==> src/rtl/multi_channel_accumulator.sv <==
// multi_channel_accumulator
//
// Adds two operands, or accumulates an operand into one of CHANNELS
// per-channel running sums. Each request produces exactly one result, one
// cycle later, through a single-entry registered valid/ready output stage.
// Arithmetic can wrap or saturate, chosen per request. Each channel keeps a
// sticky overflow flag.
//
// Ports:
//   clk, rst            rising-edge clock, asynchronous active-high reset
//   in_valid/in_ready   request handshake (in_ready = !out_valid || out_ready)
//   in_op               00 ADD, 01 ACC, 10 CLR, 11 READ
//   in_ch               target channel
//   in_a, in_b          operands (in_b is used by ADD only)
//   sat_en              1 = saturate on overflow, 0 = wrap
//   out_valid/out_ready result handshake
//   out_data, out_ch    result value and its channel
//   out_ovf             overflow occurred on this operation
//   out_err             in_ch was out of range; no state was changed
//   ovf_sticky          per-channel sticky overflow flags (set by ACC only)

module multi_channel_accumulator #(
  parameter int WIDTH    = 8,
  parameter int CHANNELS = 4,
  parameter int CH_W     = 2
) (
  input  logic                clk,
  input  logic                rst,
  input  logic                in_valid,
  output logic                in_ready,
  input  logic [1:0]          in_op,
  input  logic [CH_W-1:0]     in_ch,
  input  logic [WIDTH-1:0]    in_a,
  input  logic [WIDTH-1:0]    in_b,
  input  logic                sat_en,
  output logic                out_valid,
  input  logic                out_ready,
  output logic [WIDTH-1:0]    out_data,
  output logic [CH_W-1:0]     out_ch,
  output logic                out_ovf,
  output logic                out_err,
  output logic [CHANNELS-1:0] ovf_sticky
);

  typedef enum logic [1:0] {
    OP_ADD  = 2'b00,
    OP_ACC  = 2'b01,
    OP_CLR  = 2'b10,
    OP_READ = 2'b11
  } op_e;

  op_e              op;
  logic [WIDTH-1:0] acc [CHANNELS];
  logic             accept;
  logic             ch_ok;
  logic [WIDTH-1:0] acc_sel;
  logic [WIDTH:0]   sum;
  logic             sum_ovf;
  logic [WIDTH-1:0] sum_res;
  logic [WIDTH-1:0] nxt_data;
  logic             nxt_ovf;

  assign op       = op_e'(in_op);
  assign in_ready = !out_valid || out_ready;
  assign accept   = in_valid && in_ready;

  // The compare is one bit wider than the index so CHANNELS == 2^CH_W fits.
  assign ch_ok = ({1'b0, in_ch} < (CH_W+1)'(CHANNELS));

  // Select the addressed accumulator. An out-of-range index reads as zero,
  // which keeps the mux free of any out-of-bounds array access.
  always_comb begin
    acc_sel = '0;
    for (int i = 0; i < CHANNELS; i++) begin
      if (in_ch == CH_W'(i)) begin
        acc_sel = acc[i];
      end
    end
  end

  // The sum is formed one bit wider so the carry out is the overflow flag.
  // The accumulator read comes straight from the registers, so back-to-back
  // ACC requests to one channel see each other's results with no bubble.
  always_comb begin
    if (op == OP_ADD) begin
      sum = {1'b0, in_a} + {1'b0, in_b};
    end else begin
      sum = {1'b0, acc_sel} + {1'b0, in_a};
    end
    sum_ovf = sum[WIDTH];
    sum_res = (sum_ovf && sat_en) ? '1 : sum[WIDTH-1:0];
  end

  // Result payload for the request currently on the input port.
  always_comb begin
    nxt_data = '0;
    nxt_ovf  = 1'b0;
    if (ch_ok) begin
      case (op)
        OP_ADD, OP_ACC: begin
          nxt_data = sum_res;
          nxt_ovf  = sum_ovf;
        end
        OP_READ: nxt_data = acc_sel;
        default: begin
          nxt_data = '0;
          nxt_ovf  = 1'b0;
        end
      endcase
    end
  end

  // Single-entry output register. A new request always overwrites the slot,
  // which is safe because acceptance implies the slot is empty or being read
  // at this same edge. Without a new request, a consumer accept empties it.
  always_ff @(posedge clk or posedge rst) begin
    if (rst) begin
      out_valid <= 1'b0;
      out_data  <= '0;
      out_ch    <= '0;
      out_ovf   <= 1'b0;
      out_err   <= 1'b0;
    end else if (accept) begin
      out_valid <= 1'b1;
      out_data  <= nxt_data;
      out_ch    <= in_ch;
      out_ovf   <= nxt_ovf;
      out_err   <= !ch_ok;
    end else if (out_ready) begin
      out_valid <= 1'b0;
    end
  end

  // Accumulator and sticky state change only when a request is accepted for
  // an existing channel; a stalled block leaves them untouched.
  always_ff @(posedge clk or posedge rst) begin
    if (rst) begin
      for (int i = 0; i < CHANNELS; i++) begin
        acc[i] <= '0;
      end
      ovf_sticky <= '0;
    end else if (accept && ch_ok) begin
      for (int i = 0; i < CHANNELS; i++) begin
        if (in_ch == CH_W'(i)) begin
          case (op)
            OP_ACC: begin
              acc[i] <= sum_res;
              if (sum_ovf) begin
                ovf_sticky[i] <= 1'b1;
              end
            end
            OP_CLR: begin
              acc[i]        <= '0;
              ovf_sticky[i] <= 1'b0;
            end
            default: begin
            end
          endcase
        end
      end
    end
  end

endmodule

==> config.mk <==
export PLATFORM = sky130hd
export DESIGN_NAME = multi_channel_accumulator
export DESIGN_NICKNAME = d
export VERILOG_FILES = /design/src/rtl/multi_channel_accumulator.sv
export SDC_FILE = /design/constraint.sdc
export NUM_CORES = 1
export LEC_CHECK = 0
export BUFFER_PORTS_ARGS = -buffer_cell sky130_fd_sc_hd__buf_2
export CORE_MARGIN = 4
export CORE_UTILIZATION = 40
export DETAILED_ROUTE_END_ITERATION = 8
export PLACE_DENSITY = 0.66
export SLEW_MARGIN = 20
export SYNTH_ARGS = -nofsm -noshare
export SYNTH_HDL_FRONTEND = slang
export SYNTH_SLANG_ARGS = --single-unit
==> constraint.sdc <==
create_clock -name clk -period 2.7 [get_ports clk]
set_clock_uncertainty 0.15 [all_clocks]
set_input_delay 0.135 -clock clk [delete_from_list [all_inputs] [get_ports clk]]
set_output_delay 0.135 -clock clk [all_outputs]
set_load 0.02 [all_outputs]
==> impl_results.md, run 1 <==
* Status: finished with violations
* Failing checks: negative setup slack
* Crit share post-route at 110.1%
* Layout cells sized above 1 at 49.70%
* Largest family of logic cells by synthesized area: compound AO/OA/AOI/OAI gates
* CTS tree: done
* PortBufs at 41
* Most frequent cells in the layout: 49 x buf_4, 48 x dfrtp_1, 41 x buf_2, 23 x nand2_1, 13 x mux2_2
* Number of flops mapped to enable cells by yosys at 0
* Most common cell after layout, fill and taps aside: buf_4
* Placeable Area at 6794 sq um
* Initial antenna violation count at 0
* Slew HR at 39.75%
* Placer Congestion at 0.8534
* Synth top area cells: dfrtp_1 43%, mux2_2 7.3%, mux4_2 6.5%, ha_1 5.4%, nand2_1 3.2%
* Share of the synthesized area in the top cell type at 43.03%
* Syn_nets at 285
* N_diodes at 0
* Worst-path clk slew at 0.09 ns
* Via count at 2324
* Routed WL per cell at 16.86 microns
* Starting Density at 41.09%
* First-pass GRT wire length at between 10 and 15 mm
* CP most frequent cell: mux2_4
* Largest area contributor in the netlist: dfrtp_1
* Num CTS Buffers at 5
* WL final at 7.319 mm
* Synth Area in Adders at 6.096%
* Worst Hold Path Cells at 3
* Reg2Reg Depth at 11
* Gate Count Post-Synth at 247
* Layout Area Growth over Synthesis at 36.53%
* Top_reg_cell synth: dfrtp_1
* Critical path's slowest cell: mux4_2
* Setup CP Type: flop to flop
* Clock Sink Count at 48
* Gr busiest metal: met2
* Clock tree buffer depth at 2
* CP Data Required Time at 2.75 ns
* All-layer global routing usage at between 10% and 20%
* CP max FO at 7
* Cells along the critical path: mux4_2, mux2_4, ha_4, inv_2, fa_2, nand2b_4, a211oi_4, buf_12, o21ai_4, mux2_4, a22o_1
* Final setup vio count at 44
* FFs w/ async S/R, synth at 100.0%
* Worst Tran Pin Value at 0.9018 ns
* Crit path arrival time at 3.02 ns
* WHS at 0.008489 ns
* Final hold vios at 0
* Netlist cell types at 63
* Register area share after synthesis at between 40% and 50%
* Post-synthesis mux area share at 15.82%
* Residual DRC count at 0
* Post-synthesis simple-gate area fraction at 13.45%
* Worst setup margin at -0.2715 ns
* Max VDD drop at 0.0002832 V
* Final slew viol count at 0
* Antenna Nets Post-Route at 0
* Met3 usage at 2.900%
* Detailed placement HPWL at between 5 and 6 mm
* Die Y-Extent at 91.54 microns
* Compound-Gate Fraction of Synth Area at 17.26%
* Mean Syn Cell Area at 11.30 sq um
* Synth Area in XOR/XNOR at 0.6275%
* Fmax at between 300 and 400 MHz
* Leakage power at 1.771 nW
* Rows at 30
* Worst skew pair latency at 0.30 ns
* Die Area at about 8400 sq um
* Synth Warn # at 0
* Total gr overflow at 0
* IO Pins at 43
* GR Util met1 at 23.89%
* Startpoint class of the critical path: flop
* Drt pass-1 iters at 4
* Place WS at -0.4451 ns
* Seq cells post-synth at 48
* Unrepaired setup endpoints after global routing: yes
* Worst setup EP type: flop
* Maxcap violations at 0
* CTS root buf: clkbuf_8
* H-tree depth at 2
* Drt initial violations at 142
* Largest net degree at the start of global routing at 26
* Vias in the first global route at 2488
* Max stage delay on crit path at 0.51 ns
* Total Nets Final at 376
* Final Critical Period at between 2 and 3 ns
* PwrDens at about 1000 nW/um^2
* Hold crit path type: input pin to flop
* Width of the die at just over 90 microns
* Met2 usage at 30.31%
* Mapped cell area at 2791 sq um
* Total Power at 0.003786 W
* Avg Vias per Cell at 5.355
-- metrics by stage --
| step | TNS (ns) | util, % | std cells | cell area (sq um) |
|---|---|---|---|---|
| CTS | -9.119 | 54.99 | 427 | 3736 |
| global route | -14.14 | 56.10 | 434 | 3811 |
| floorplan | 0 | - | 247 | 2878 |
| global placement | -14.20 | 50.35 | 408 | 3421 |
| finish | -9.458 | 56.10 | 434 | 3811 |
| detailed placement | -17.30 | 50.35 | 408 | 3421 |
-- state kept, by name, summed over array words and instances, names as in the netlist --
register	flops
acc	32
out_ch	2
out_data	8
out_ovf	1
out_valid	1
ovf_sticky	4
-- cells in the mapped netlist, types with 2 or more instances --
library cell / count
buf_6: 2
mux4_2: 8
o21ai_0: 12
a22o_1: 10
mux2_1: 3
nand2_1: 24
a21boi_0: 3
dfrtp_1: 48
inv_1: 8
o21ai_1: 3
and3_1: 2
o31ai_1: 2
clkbuf_1: 4
or2_1: 2
a311o_1: 3
nor3_1: 4
nand2b_1: 2
a22oi_1: 4
a31oi_1: 2
or2_2: 3
buf_4: 3
a221o_1: 3
nand4_1: 2
a21oi_1: 9
ha_1: 12
nor3b_1: 2
mux2_2: 18
a211oi_2: 2
nor2_1: 13
-- critical path: cells and delay by family, from the launching register on --
family                   cells  cell delay (ns)
adder cells (fa/ha/maj)      2             0.36
multiplexers                 3             1.14
buffers and inverters        2             0.19
flip-flops                   1             0.38
AND/OR/NAND/NOR              1             0.14
AO/OA/AOI/OAI                3             0.49
-- what timing repair did --
action	CTS	global route
hold buffers	2	0
setup endpoints to repair	44	45
resized for setup	26	8
pin swaps	13	11
setup buffers	10	7
hold endpoints to repair	25	0
-- final cells by class --
type / instances / area [sq um]
inverters: 8 / 30.03
fillers: 575 / 2983
well taps: 96 / 120.1
multi-input cells: 180 / 1738
clock inverters: 1 / 5.005
repair buffers: 95 / 644.4
flip-flops and latches: 48 / 1201
clock buffers: 6 / 72.57
-- power by group --
| part | internal, W | total, W | leakage [nW] | switching, W |
|---|---|---|---|---|
| Clock | 0.000177 | 0.000411 | 0.0410 | 0.000235 |
| Sequential | 0.00101 | 0.00118 | 0.592 | 0.000167 |
| Combinational | 0.00117 | 0.00220 | 1.14 | 0.00102 |
| Total | 0.00236 | 0.00379 | 1.77 | 0.00142 |
-- kinds of logic after synthesis --
kind of cell	after synthesis
AO/OA/AOI/OAI	65
XOR/XNOR	2
adder cells (fa/ha/maj)	13
buffers and inverters	19
flip-flops	48
multiplexers	31
other	1
AND/OR/NAND/NOR	68
-- layer usage --
| metal | vias up | routed length [microns] |
|---|---|---|
| li1 | 1099 | - |
| met1 | 1155 | 3220 |
| met2 | 54 | 3648 |
| met3 | 16 | 256 |
| met4 | 0 | 194 |
| met5 | - | 0 |
-- path summary, 6_finish.rpt --
check / start / end / slack (ns)
max in group asynchronous: rst / acc[4] / 1.40
min in group asynchronous: rst / ovf_sticky[3] / 0.28
hold reg to reg: out_ch[1] / out_ch[1] / 0.33
setup reg to reg: acc[0] / ovf_sticky[3] / -0.27
hold / removal: out_ready / out_valid / 0.008
setup / recovery: acc[0] / ovf_sticky[3] / -0.27
(Power assumes the default switching activity.)
==> run 2: changes to the inputs <==
--- a/config.mk
+++ b/config.mk
@@ -6,10 +6,12 @@
 export NUM_CORES = 1
 export LEC_CHECK = 0
 export BUFFER_PORTS_ARGS = -buffer_cell sky130_fd_sc_hd__buf_2
+export CELL_PAD_IN_SITES_DETAIL_PLACEMENT = 0
+export CELL_PAD_IN_SITES_GLOBAL_PLACEMENT = 1
 export CORE_MARGIN = 4
 export CORE_UTILIZATION = 40
 export DETAILED_ROUTE_END_ITERATION = 8
-export PLACE_DENSITY = 0.66
+export PLACE_DENSITY = 0.79
 export SLEW_MARGIN = 20
 export SYNTH_ARGS = -nofsm -noshare
 export SYNTH_HDL_FRONTEND = slang
==> run 2 against run 1 <==
The flow still finishes with violations (negative setup slack). Die area unchanged. Worst hold slack worse by 0.0036 ns. Critical endpoint is now acc[13]. Global-route usage is 0.68 points higher.
==> impl_results.md, run 2 (synthesis gave the netlist of run 1 again) <==
* Status: finished with violations
* Failing checks: negative setup slack
* Place WS at -0.4102 ns (+0.03485 ns)
* Largest register FFs at 32 (unchanged)
* Biggest regs: acc x32, out_data x8, ovf_sticky x4
* Worst Tran Pin Value at 0.9679 ns (+0.06612 ns)
* Largest net degree at the start of global routing at 49 (+88%)
* Worst-path clk slew at 0.10 ns (about the same)
* Worst setup margin at -0.2958 ns (-0.02431 ns)
* Clock Sink Count at 48 (unchanged)
* WL final at 7.628 mm (+4.2%)
* Num CTS Buffers at 5 (unchanged)
* Final hold vios at 0 (unchanged)
* PwrDens at 1027 nW/um^2 (+3.3%)
* Total Power at 0.004021 W (+6.2%)
* Most frequent cells in the layout: 48 x dfrtp_1, 42 x buf_4, 41 x buf_2, 21 x nand2_1, 13 x o21ai_2
* Drt pass-1 iters at 4 (unchanged)
* Setup CP Type: flop to flop
* WHS Endpoint: out_valid
* Via count at 2319 (-0.22%)
* Area of the multi-input gates at 1821 sq um (+4.8%)
* Worst setup EP type: flop
* Crit share post-route at 111.0% (+0.90 points)
* Reg2Reg Depth at 12 (+1)
* Critical path's slowest cell: mux4_2
* CP max FO at 5 (-2)
* First-pass GRT wire length at 12.63 mm (+2.3%)
* CP most frequent cell: mux2_4
* Cells along the critical path: mux4_2, mux2_4, ha_4, inv_2, fa_2, nand2b_4, a211oi_4, buf_4, o21bai_4, buf_6, a31oi_4, mux2_4
* Worst Hold Path Cells at 3 (unchanged)
* N_diodes at 0 (unchanged)
* Total gr overflow at 0 (unchanged)
* CP Data Required Time at 2.75 ns (about the same)
* Final slew viol count at 0 (unchanged)
* Die Area at 8379 sq um (unchanged)
* Maxcap violations at 0 (unchanged)
* Worst skew pair latency at 0.31 ns (about the same)
* Width of the die at 91.54 microns (unchanged)
* Placer Congestion at 0.8145 (-4.6%)
* Max VDD drop at 0.0003433 V (+21%)
* Starting Density at 41.09% (unchanged)
* Hold path start: out_ready
* Layout fillers at 561 (-2.4%)
* Top delay family on crit path: multiplexers
* Area after DPL at 3431 sq um (+0.29%)
* Max stage delay on crit path at 0.51 ns (about the same)
* IO Pins at 43 (unchanged)
* Setup TNS at -8.882 ns (+0.5755 ns)
* Rows at 30 (unchanged)
* Drt initial violations at 150 (+5.6%)
* Final Critical Period at 2.996 ns (+0.02431 ns)
* Initial antenna violation count at 0 (unchanged)
* Slew HR at 35.33% (-4.4 points)
* All-layer global routing usage at 18.97% (+0.68 points)
* RR Endpoint: acc[13]
* Layout Area Growth over Synthesis at 40.30%
* Crit path arrival time at 3.04 ns (+0.02 ns)
* Largest reg by FF count: acc
* Hold crit path type: input pin to flop
* CTS tree: done
* Finished Cell Area at 3916 sq um (+2.8%)
* FF-to-FF setup slack at -0.30 ns (-0.02 ns)
* Detailed placement HPWL at 5.344 mm (+0.35%)
* Die Y-Extent at 91.54 microns (unchanged)
* FF+latch area at 1201 sq um (unchanged)
* Final setup vio count at 44 (unchanged)
* H-tree depth at 2 (unchanged)
* Placeable Area at 6794 sq um (unchanged)
* Layout cells sized above 1 at 54.46% (+4.8 points)
* Antenna Nets Post-Route at 0 (unchanged)
* Total Nets Final at 373 (-0.80%)
* Vias in the first global route at 2453 (-1.4%)
* Residual DRC count at 0 (unchanged)
* Unrepaired setup endpoints after global routing: yes
* CTS root buf: clkbuf_8
* Fmax at 333.8 MHz (-0.81%)
* Clock tree buffer depth at 2 (unchanged)
* Most common cell after layout, fill and taps aside: dfrtp_1
* Fin util at 57.64% (+1.5 points)
* Avg Vias per Cell at 5.368 (+0.25%)
* Leakage power at 1.801 nW (+1.7%)
* PortBufs at 41 (unchanged)
* Routed WL per cell at 17.66 microns (+4.7%)
* Startpoint class of the critical path: flop
* Worst path buffer plus inverter count at 3 (+1)
* FF-to-FF Start: acc[0]
==> run 2: cell count changes in the layout (fill, tap and decap cells not counted), sizes merged <==
| cell | before | now |
|---|---|---|
| buf | 93 | 90 |
| bufinv | 0 | 1 |
| clkbuf | 6 | 5 |
| clkinvlp | 0 | 1 |
==> run 2: worst max path at each step <==
| stage | startpoint | endpoint | depth (start not counted) |
|---|---|---|---|
| after global routing | acc[0] | ovf_sticky[3] | 11 |
| after detailed placement | in_ch[0] | acc[29] | 9 |
| final | acc[0] | acc[13] | 12 |
| after CTS | acc[0] | ovf_sticky[3] | 11 |
| after floorplan | in_ch[0] | acc[21] | 11 |
| after global placement | in_ch[0] | acc[13] | 9 |
==> run 2: metrics by stage <==
| step | hold slack, ns | instances |
|---|---|---|
| final | 0.004898 | 432 |
| after global routing | 0.03159 | 432 |
| after CTS | 0.004992 | 426 |
| after detailed placement | 0.2926 | 411 |
| after global placement | 0.2627 | 411 |
| after floorplan | 0.09337 | 247 |
==> run 2: per-layer routing <==
metal	share of wire (%)	GRT usage (%)	wire length [microns]
met1	44	24.85	3350
met2	52	32.62	3961
met3	2.1	2.237	162
met4	2.0	5.905	154
met5	0	0	0
==> run 2: final cells by class <==
cell class | instances | share of cell area [%]
Timing Repair Buffer | 92 | 16.04
Clock inverter | 3 | 1.182
Inverter | 8 | 0.7987
Multi-Input combinational cell | 180 | 46.49
Clock buffer | 5 | 1.757
Tap cell | 96 | 3.067
Sequential cell | 48 | 30.67
==> run 2: repair_timing <==
| item | in CTS | in global routing |
|---|---|---|
| hold buffers | 2 | 0 |
| setup buffers | 5 | 7 |
| pin swaps | 26 | 19 |
| setup endpoints to repair | 44 | 45 |
| endpoints found under the hold margin | 50 | 0 |
| resized for setup | 48 | 21 |
==> run 2: power breakdown <==
part	switching (W)	leakage [nW]	internal (W)
Clock	0.000265	0.0548	0.000279
Combinational	0.00111	1.15	0.00119
Sequential	0.000164	0.592	0.00101
Total	0.00154	1.80	0.00248
==> run 2: worst reg2reg max path, delay by kind of cell, from the launching register on <==
family | cells | cell delay, ns
compound gates | 3 | 0.40
mux | 3 | 1.12
simple gates | 1 | 0.14
buf+inv | 3 | 0.34
fa+ha+maj | 2 | 0.36
flops | 1 | 0.39
